$ cat src/rtl/osd_uart_nasti_reader.sv
// rtl/osd_uart_nasti_reader.sv - NASTI-lite initiator that configures a 16550 UART and drains its receive path
module osd_uart_nasti_reader #(
  parameter logic [15:0] DIVISOR  = 16'h00de,
  parameter logic [7:0]  LCR_VAL  = 8'h03,
  parameter int          POLL_GAP = 4
) (
  input  logic       clk,
  input  logic       rst,
  output logic [2:0] aw_addr,
  output logic       aw_valid,
  input  logic       aw_ready,
  output logic [7:0] w_data,
  output logic       w_valid,
  input  logic       w_ready,
  input  logic [1:0] b_resp,
  input  logic       b_valid,
  output logic       b_ready,
  output logic [2:0] ar_addr,
  output logic       ar_valid,
  input  logic       ar_ready,
  input  logic [7:0] r_data,
  input  logic [1:0] r_resp,
  input  logic       r_valid,
  output logic       r_ready,
  output logic [7:0] out_data,
  output logic       out_valid,
  input  logic       out_ready,
  output logic       init_done,
  output logic       err
);

  localparam logic [2:0] ADDR_RBR = 3'd0;
  localparam logic [2:0] ADDR_DLM = 3'd1;
  localparam logic [2:0] ADDR_LCR = 3'd3;
  localparam logic [2:0] ADDR_LSR = 3'd5;

  // GAP counts down to zero inclusive, so it is loaded with one less than the idle length
  localparam int         GAP_M1   = (POLL_GAP > 0) ? POLL_GAP - 1 : 0;
  localparam logic [7:0] GAP_LOAD = GAP_M1[7:0];

  typedef enum logic [3:0] {
    W_LCR_DLAB,
    W_DLL,
    W_DLM,
    W_LCR,
    POLL_AR,
    POLL_R,
    GAP,
    DATA_AR,
    DATA_R,
    DELIVER
  } state_t;

  state_t     r_state;
  state_t     w_state_nxt;

  // r_armed keeps every valid low in the first cycle after reset so outputs hold reset values
  logic       r_armed;
  logic       r_aw_done;
  logic       r_w_done;
  logic [7:0] r_gap_cnt;
  logic [7:0] r_out_data;
  logic       r_init_done;
  logic       r_err;

  logic       w_is_write;
  logic [2:0] w_wr_addr;
  logic [7:0] w_wr_data;
  logic       w_aw_hs;
  logic       w_w_hs;
  logic       w_b_hs;
  logic       w_ar_hs;
  logic       w_r_hs;
  logic       w_r_ok;

  // Address/data of the configuration write owned by the current state
  always_comb begin
    w_is_write = 1'b0;
    w_wr_addr  = 3'd0;
    w_wr_data  = 8'd0;
    case (r_state)
      W_LCR_DLAB: begin w_is_write = 1'b1; w_wr_addr = ADDR_LCR; w_wr_data = 8'h80;          end
      W_DLL:      begin w_is_write = 1'b1; w_wr_addr = ADDR_RBR; w_wr_data = DIVISOR[7:0];   end
      W_DLM:      begin w_is_write = 1'b1; w_wr_addr = ADDR_DLM; w_wr_data = DIVISOR[15:8];  end
      W_LCR:      begin w_is_write = 1'b1; w_wr_addr = ADDR_LCR; w_wr_data = LCR_VAL;        end
      default:    begin w_is_write = 1'b0; w_wr_addr = 3'd0;     w_wr_data = 8'd0;           end
    endcase
  end

  // Bus outputs decoded from registered state only; no input reaches an output combinationally
  always_comb begin
    aw_valid  = w_is_write & r_armed & ~r_aw_done;
    w_valid   = w_is_write & r_armed & ~r_w_done;
    b_ready   = w_is_write & r_aw_done & r_w_done;
    aw_addr   = aw_valid ? w_wr_addr : 3'd0;
    w_data    = w_valid ? w_wr_data : 8'd0;
    ar_valid  = r_armed & ((r_state == POLL_AR) | (r_state == DATA_AR));
    ar_addr   = (ar_valid && r_state == POLL_AR) ? ADDR_LSR : 3'd0;
    r_ready   = (r_state == POLL_R) | (r_state == DATA_R);
    out_valid = (r_state == DELIVER);
    out_data  = r_out_data;
    init_done = r_init_done;
    err       = r_err;

    w_aw_hs   = aw_valid & aw_ready;
    w_w_hs    = w_valid & w_ready;
    w_b_hs    = b_ready & b_valid;
    w_ar_hs   = ar_valid & ar_ready;
    w_r_hs    = r_ready & r_valid;
    w_r_ok    = (r_resp == 2'b00);
  end

  // Next-state: four writes, then poll LSR.DR and fetch RBR when data is waiting
  always_comb begin
    w_state_nxt = r_state;
    case (r_state)
      W_LCR_DLAB: if (w_b_hs) w_state_nxt = W_DLL;
      W_DLL:      if (w_b_hs) w_state_nxt = W_DLM;
      W_DLM:      if (w_b_hs) w_state_nxt = W_LCR;
      W_LCR:      if (w_b_hs) w_state_nxt = POLL_AR;
      POLL_AR:    if (w_ar_hs) w_state_nxt = POLL_R;
      POLL_R: begin
        if (w_r_hs) begin
          if (w_r_ok && r_data[0]) begin
            w_state_nxt = DATA_AR;
          end else if (POLL_GAP == 0) begin
            w_state_nxt = POLL_AR;
          end else begin
            w_state_nxt = GAP;
          end
        end
      end
      GAP:        if (r_gap_cnt == 8'd0) w_state_nxt = POLL_AR;
      DATA_AR:    if (w_ar_hs) w_state_nxt = DATA_R;
      DATA_R: begin
        if (w_r_hs) begin
          w_state_nxt = w_r_ok ? DELIVER : POLL_AR;
        end
      end
      DELIVER:    if (out_ready) w_state_nxt = POLL_AR;
      default:    w_state_nxt = W_LCR_DLAB;
    endcase
  end

  // State register; reset restarts the configuration sequence
  always_ff @(posedge clk) begin
    if (rst) begin
      r_state <= W_LCR_DLAB;
    end else begin
      r_state <= w_state_nxt;
    end
  end

  // Handshake bookkeeping, poll gap timer, captured byte and sticky status
  always_ff @(posedge clk) begin
    if (rst) begin
      r_armed     <= 1'b0;
      r_aw_done   <= 1'b0;
      r_w_done    <= 1'b0;
      r_gap_cnt   <= 8'd0;
      r_out_data  <= 8'd0;
      r_init_done <= 1'b0;
      r_err       <= 1'b0;
    end else begin
      r_armed <= 1'b1;

      if (w_b_hs) begin
        r_aw_done <= 1'b0;
        r_w_done  <= 1'b0;
      end else begin
        if (w_aw_hs) r_aw_done <= 1'b1;
        if (w_w_hs)  r_w_done  <= 1'b1;
      end

      if (r_state == POLL_R && w_state_nxt == GAP) begin
        r_gap_cnt <= GAP_LOAD;
      end else if (r_state == GAP && r_gap_cnt != 8'd0) begin
        r_gap_cnt <= r_gap_cnt - 8'd1;
      end

      if (r_state == DATA_R && w_r_hs && w_r_ok) begin
        r_out_data <= r_data;
      end

      if (r_state == W_LCR && w_b_hs) begin
        r_init_done <= 1'b1;
      end

      if ((w_b_hs && b_resp != 2'b00) || (w_r_hs && !w_r_ok)) begin
        r_err <= 1'b1;
      end
    end
  end

endmodule

$ cat config.mk
export PLATFORM = sky130hd
export DESIGN_NAME = osd_uart_nasti_reader
export DESIGN_NICKNAME = d
export VERILOG_FILES = /design/src/rtl/osd_uart_nasti_reader.sv
export SDC_FILE = /design/constraint.sdc
export NUM_CORES = 1
export LEC_CHECK = 0
export CAP_MARGIN = 10
export CORE_ASPECT_RATIO = 1.2
export CORE_MARGIN = 3
export CORE_UTILIZATION = 49
export CTS_BUF_LIST = sky130_fd_sc_hd__clkbuf_16
export DETAILED_ROUTE_END_ITERATION = 7
export PLACE_DENSITY_LB_ADDON = 0.15
export SYNTH_ARGS = -nofsm -noshare
export SYNTH_HDL_FRONTEND = slang
export SYNTH_SLANG_ARGS = --single-unit
$ cat constraint.sdc
create_clock -name clk -period 3.45 [get_ports clk]
set_input_delay 0.69 -clock clk [delete_from_list [all_inputs] [get_ports clk]]
set_output_delay 0.69 -clock clk [all_outputs]
set_load 0.01 [all_outputs]
Word-level counts from Yosys, hierarchy flattened
Cells that the tools add are included.
{"block": "classes", "add_sub_neg": 1, "multipliers": 0, "n_div": 0, "order_cmp": 0, "n_eq_ne": 10, "n_shift": 0, "mux": 22, "n_bitwise": 15, "reduce_logical": 21}
{"cell": "4-bit two-way mux", "count": 11}
{"cell": "4-bit case mux with 10 select lines", "count": 1}
{"cell": "8-bit case mux with 3 select lines", "count": 1}
{"cell": "4-bit by 3-bit equality test with 1-bit output, second input constant", "count": 5}
{"cell": "1-bit bitwise AND", "count": 11}
{"cell": "1-bit logical AND", "count": 9}
{"cell": "4-bit by 2-bit equality test with 1-bit output, second input constant", "count": 2}
{"cell": "4-bit equality test, second input constant", "count": 2}
{"cell": "8-bit zero test", "count": 1}
{"cell": "8-bit two-way mux", "count": 1}
{"cell": "8-bit nonzero test", "count": 1}
{"cell": "8-bit by 1-bit subtractor with 8-bit output, second input constant", "count": 1}
{"cell": "3-bit two-way mux", "count": 2}
{"cell": "2-bit OR reduction", "count": 3}
{"cell": "4-bit by 1-bit equality test with 1-bit output, second input constant", "count": 1}
{"cell": "4-bit zero test", "count": 1}
{"cell": "2-bit two-way mux", "count": 2}
{"cell": "2-bit case mux with 2 select lines", "count": 1}
{"cell": "2-bit nonzero test", "count": 2}
{"cell": "4-bit OR reduction", "count": 1}
{"cell": "1-bit two-way mux", "count": 3}
{"cell": "2-bit zero test", "count": 1}
{"cell": "1-bit inverter", "count": 2}
{"cell": "1-bit OR", "count": 2}
{"cell": "other kinds (2)", "count": 2}
{"block": "totals", "ff_bits": 25, "latchBits": 0, "mem_bits_rw": 0, "mem_bits_ro": 0, "output_inout_bits": 30, "word_cells": 78, "n_memories": 0}

Logic depth before layout (Yosys ltp)
{"block": "depth", "depth_word": 11, "depth_mapped": 6}

Worst setup path after synthesis
Ideal clock, no wire load.
{"block": "synth_timing", "path_kind": "flip-flop to output port", "startpoint": "register r_state[2]", "endpoint": "output port ar_addr[2]", "arrival_time_ps": 1359, "required_ps": 2760, "setup_slack_ps": 1401, "path_stages_with_launch": 6, "path_buffers": 2, "cell_sequence": "dfxtp_1 -> buf_2 -> nor2b_1 -> nand2_1 -> nor3_1 -> buf_4"}
{"block": "synth_between", "elab_chain_len": 5}
{"item": "from (decl)", "line_no": "54", "text": "state_t r_state;"}
{"item": "from (signal assigned)", "line_no": "150", "text": "r_state <= w_state_nxt;"}
{"item": "4-bit by 3-bit equality test with 1-bit output (on tied branches)", "line_no": "97, 98"}
{"item": "1-bit OR", "line_no": "97", "text": "ar_valid = r_armed & ((r_state == POLL_AR) | (r_state == DATA_AR));"}
{"item": "1-bit bitwise AND", "line_no": "97"}
{"item": "1-bit logical AND (*)", "line_no": "98", "text": "ar_addr = (ar_valid && r_state == POLL_AR) ? ADDR_LSR : 3'd0;"}
{"item": "3-bit two-way mux (*)", "line_no": "98"}
{"item": "to (decl)", "line_no": "18", "text": "output logic [2:0] ar_addr,"}
Mark *: on every way between the ends. The rest lies on a longest branch, timed or not.

Final worst setup path
{"block": "layout_timing", "startpoint": "register r_state[2]", "endpoint": "output port ar_addr[0]"}
Same word-level chain as after synthesis.

==> results.sh <==
export IMPL_status="complete, no violations"
export IMPL_synth_area_sq_um=1484
export IMPL_critPathMaxFanout=14
export IMPL_async_flop_share=0
export IMPL_ir_worst_vdd_mv=0.3099
export IMPL_clock_sinks=25
export IMPL_final_common_cell="clkdlybuf4s50_1"
export IMPL_hold_viol_final=0
export IMPL_grt_usage=0.2059
export IMPL_p_clk_frac=0.426
export IMPL_required_ns=2.76
export IMPL_synth_edf_count=0
export IMPL_p_comb_frac=0.097
export IMPL_row_count=21
export IMPL_cts_setup_buffers=0
export IMPL_maxCapViolations=0
export IMPL_hold_class="reg -> reg"
export IMPL_p_leak_nw=0.7817
export IMPL_synth_top_flop_cell="dfxtp_1"
export IMPL_route_vias_total=1413
export IMPL_hold_buffers=0
export IMPL_relSlewSlack=0.5057
export IMPL_avgRoutedWirePerCell_um=14.32
export IMPL_io_pins=50
export IMPL_drive_gt1_frac=0.06849
export IMPL_gp_congestion=0.8371
export IMPL_die_area_sq_um=3728
export IMPL_fmaxAchievable_ghz=0.3612
export IMPL_clock_latency_ns=0.26
export IMPL_root_buffer="clkbuf_16"
export IMPL_start_util=0.5229
export IMPL_antennaDiodeCount=0
export IMPL_clk_pin_slew_worst_paths_ns=0.06
export IMPL_internal_power_mw=0.4832
export IMPL_ant_nets=0
export IMPL_power_density_nw_per_um2=312.4
export IMPL_die_w_um=56.24
export IMPL_mostFrequentLayoutCells="46 x clkdlybuf4s50_1, 28 x nor2_1, 25 x dfxtp_1, 12 x mux2i_1, 11 x a21oi_1"
export IMPL_yosys_warnings=0
export IMPL_syn_to_final_growth_pct=33.73
export IMPL_num_fill_cells=241
export IMPL_grt_max_degree=24
export IMPL_cp_end_kind="output port"
export IMPL_routed_wl_mm=3.622
export IMPL_critical_path_class="reg -> out"
export IMPL_p_switching_mw=0.1367
export IMPL_clockBufferDepth=2
export IMPL_ys_ff_latch=25
export IMPL_rsz0062_at_grt="false"
export IMPL_yosysSeqAreaShare=0.3373
export IMPL_cts_tree="built"
export IMPL_viasPerCell=5.585
export IMPL_cts_htree_levels=1
export IMPL_worstPathArrival_ns=2.08
export IMPL_die_h_um=66.29
export IMPL_final_min_clock_period_ns=2.768
export IMPL_syn_avg_cell_area_sq_um=8.109
export IMPL_syn_inst=183
export IMPL_port_buffers=46
export IMPL_grt_pass1_wl_mm=6.175
export IMPL_min_period_over_period=0.8024
export IMPL_slew_violations=0
export IMPL_coreArea_sq_um=2838
export IMPL_final_nets=242
export IMPL_report_final_setup_viol=0
export IMPL_numCtsBuffers=3
export IMPL_worst_hold_slack_ns=0.4749
export IMPL_antenna_found_initial=0
export IMPL_dr_pass1_iters=4
export IMPL_seqPwrFrac=0.477
export IMPL_drc=0
export IMPL_grt_pass1_vias=1396
export IMPL_post_cts_resized=0
export IMPL_drt_iter0_markers=57
export IMPL_grt_overflow_total=0
export IMPL_start_kind="flip-flop"
export IMPL_ys_types=45
export IMPL_fin_tns_setup_ns=0
export IMPL_skew_ns=0.001570
export IMPL_sw_frac_of_total=0.2206
export IMPL_worst_pin_slew_ns=0.7404
export IMPL_hpwl_mm=2.697
power groups by stage:
stage | combinational, mW | sequential (mW) | clock, mW
finish | 0.0602 | 0.296 | 0.264
floorplan | 0.0257 | 0.300 | 0
global placement | 0.0589 | 0.302 | 0
detailed placement | 0.0599 | 0.302 | 0
global route | 0.0649 | 0.296 | 0.273
CTS | 0.0605 | 0.295 | 0.266
cell families (layout without fill, tap and decap cells):
group,after synthesis,count (layout),synth area share
simple gates,79,79,0.3019
compound gates,35,35,0.1551
buf+inv,26,60,0.08769
flops,25,25,0.3373
mux,12,12,0.08095
xor+xnor,3,3,0.01771
fa+ha+maj,2,2,0.01686
other cells,1,3,0.002527
state kept, by name, indices dropped and copies added (netlist names):
name       cells
err            1
out_data       8
r_w_done       1
r_armed        1
r_aw_done      1
r_gap_cnt      8
init_done      1
r_state        4
worst max-delay path: stages, from the launching register on:
cell and delay, ns:
dfxtp_1 0.58, nor2b_1 0.31, nand2_1 0.11, nor3_1 0.22
clkdlybuf4s50_1 0.60
worst paths after layout:
kind                            startpoint      endpoint  slack, ns  depth (start not counted)
worst min-delay path                   err           err       0.47                          2
worst max-delay path            r_state[2]    ar_addr[0]       0.68                          4
worst min register to register         err           err       0.47                          2
worst max register to register  r_state[1]  r_gap_cnt[4]       1.48                          4
through the flow:
| step | area (sq um) | power, mW | cells | util | setup slack, ns |
|---|---|---|---|---|---|
| after floorplan | 1491 | 0.3257 | 185 | - | 1.401 |
| after global placement | 1902 | 0.3605 | 249 | 0.6702 | 1.038 |
| after detailed placement | 1902 | 0.3618 | 249 | 0.6702 | 0.9844 |
| after CTS | 1984 | 0.6220 | 253 | 0.6993 | 0.6753 |
| after global routing | 1984 | 0.6339 | 253 | 0.6993 | 0.4807 |
| final | 1984 | 0.6200 | 253 | 0.6993 | 0.6817 |
cell type report:
| cell class | count | area (sq um) | share of cell area |
|---|---|---|---|
| well taps | 34 | 42.54 | 0.02144 |
| flip-flops and latches | 25 | 500.5 | 0.2522 |
| clock buffers | 3 | 75.07 | 0.03783 |
| repair buffers | 46 | 460.4 | 0.2320 |
| inverters | 10 | 37.54 | 0.01892 |
| clock inverters | 1 | 7.507 | 0.003783 |
| multi-input cells | 134 | 860.8 | 0.4338 |
cell usage after synthesis, types with 2 or more instances:
cell / n / area share
nand4bb_1: 2 / 0.015
buf_4: 7 / 0.035
nand4b_1: 2 / 0.012
nor2b_1: 2 / 0.0084
dfxtp_1: 25 / 0.34
mux2i_1: 12 / 0.081
nor3b_1: 2 / 0.010
xnor2_1: 2 / 0.012
a21oi_1: 11 / 0.037
nand2b_1: 8 / 0.034
nor2_1: 28 / 0.071
or2_2: 2 / 0.0084
nand2_1: 9 / 0.023
o21ai_0: 7 / 0.024
ha_1: 2 / 0.017
buf_2: 5 / 0.017
o21a_1: 2 / 0.010
nor3_1: 9 / 0.030
inv_1: 10 / 0.025
nand3_1: 3 / 0.010
a31oi_1: 4 / 0.017
nor4b_2: 2 / 0.020
and2_1: 2 / 0.0084
clkbuf_1: 4 / 0.010
per-layer routing:
metal	wire length (um)	global-route usage	up-vias
met5	0	0	-
met1	1485	0.2338	655
met3	193	0.04102	9
met4	89	0.1068	0
li1	-	-	702
met2	1853	0.3626	47
(Power assumes the default switching activity.)
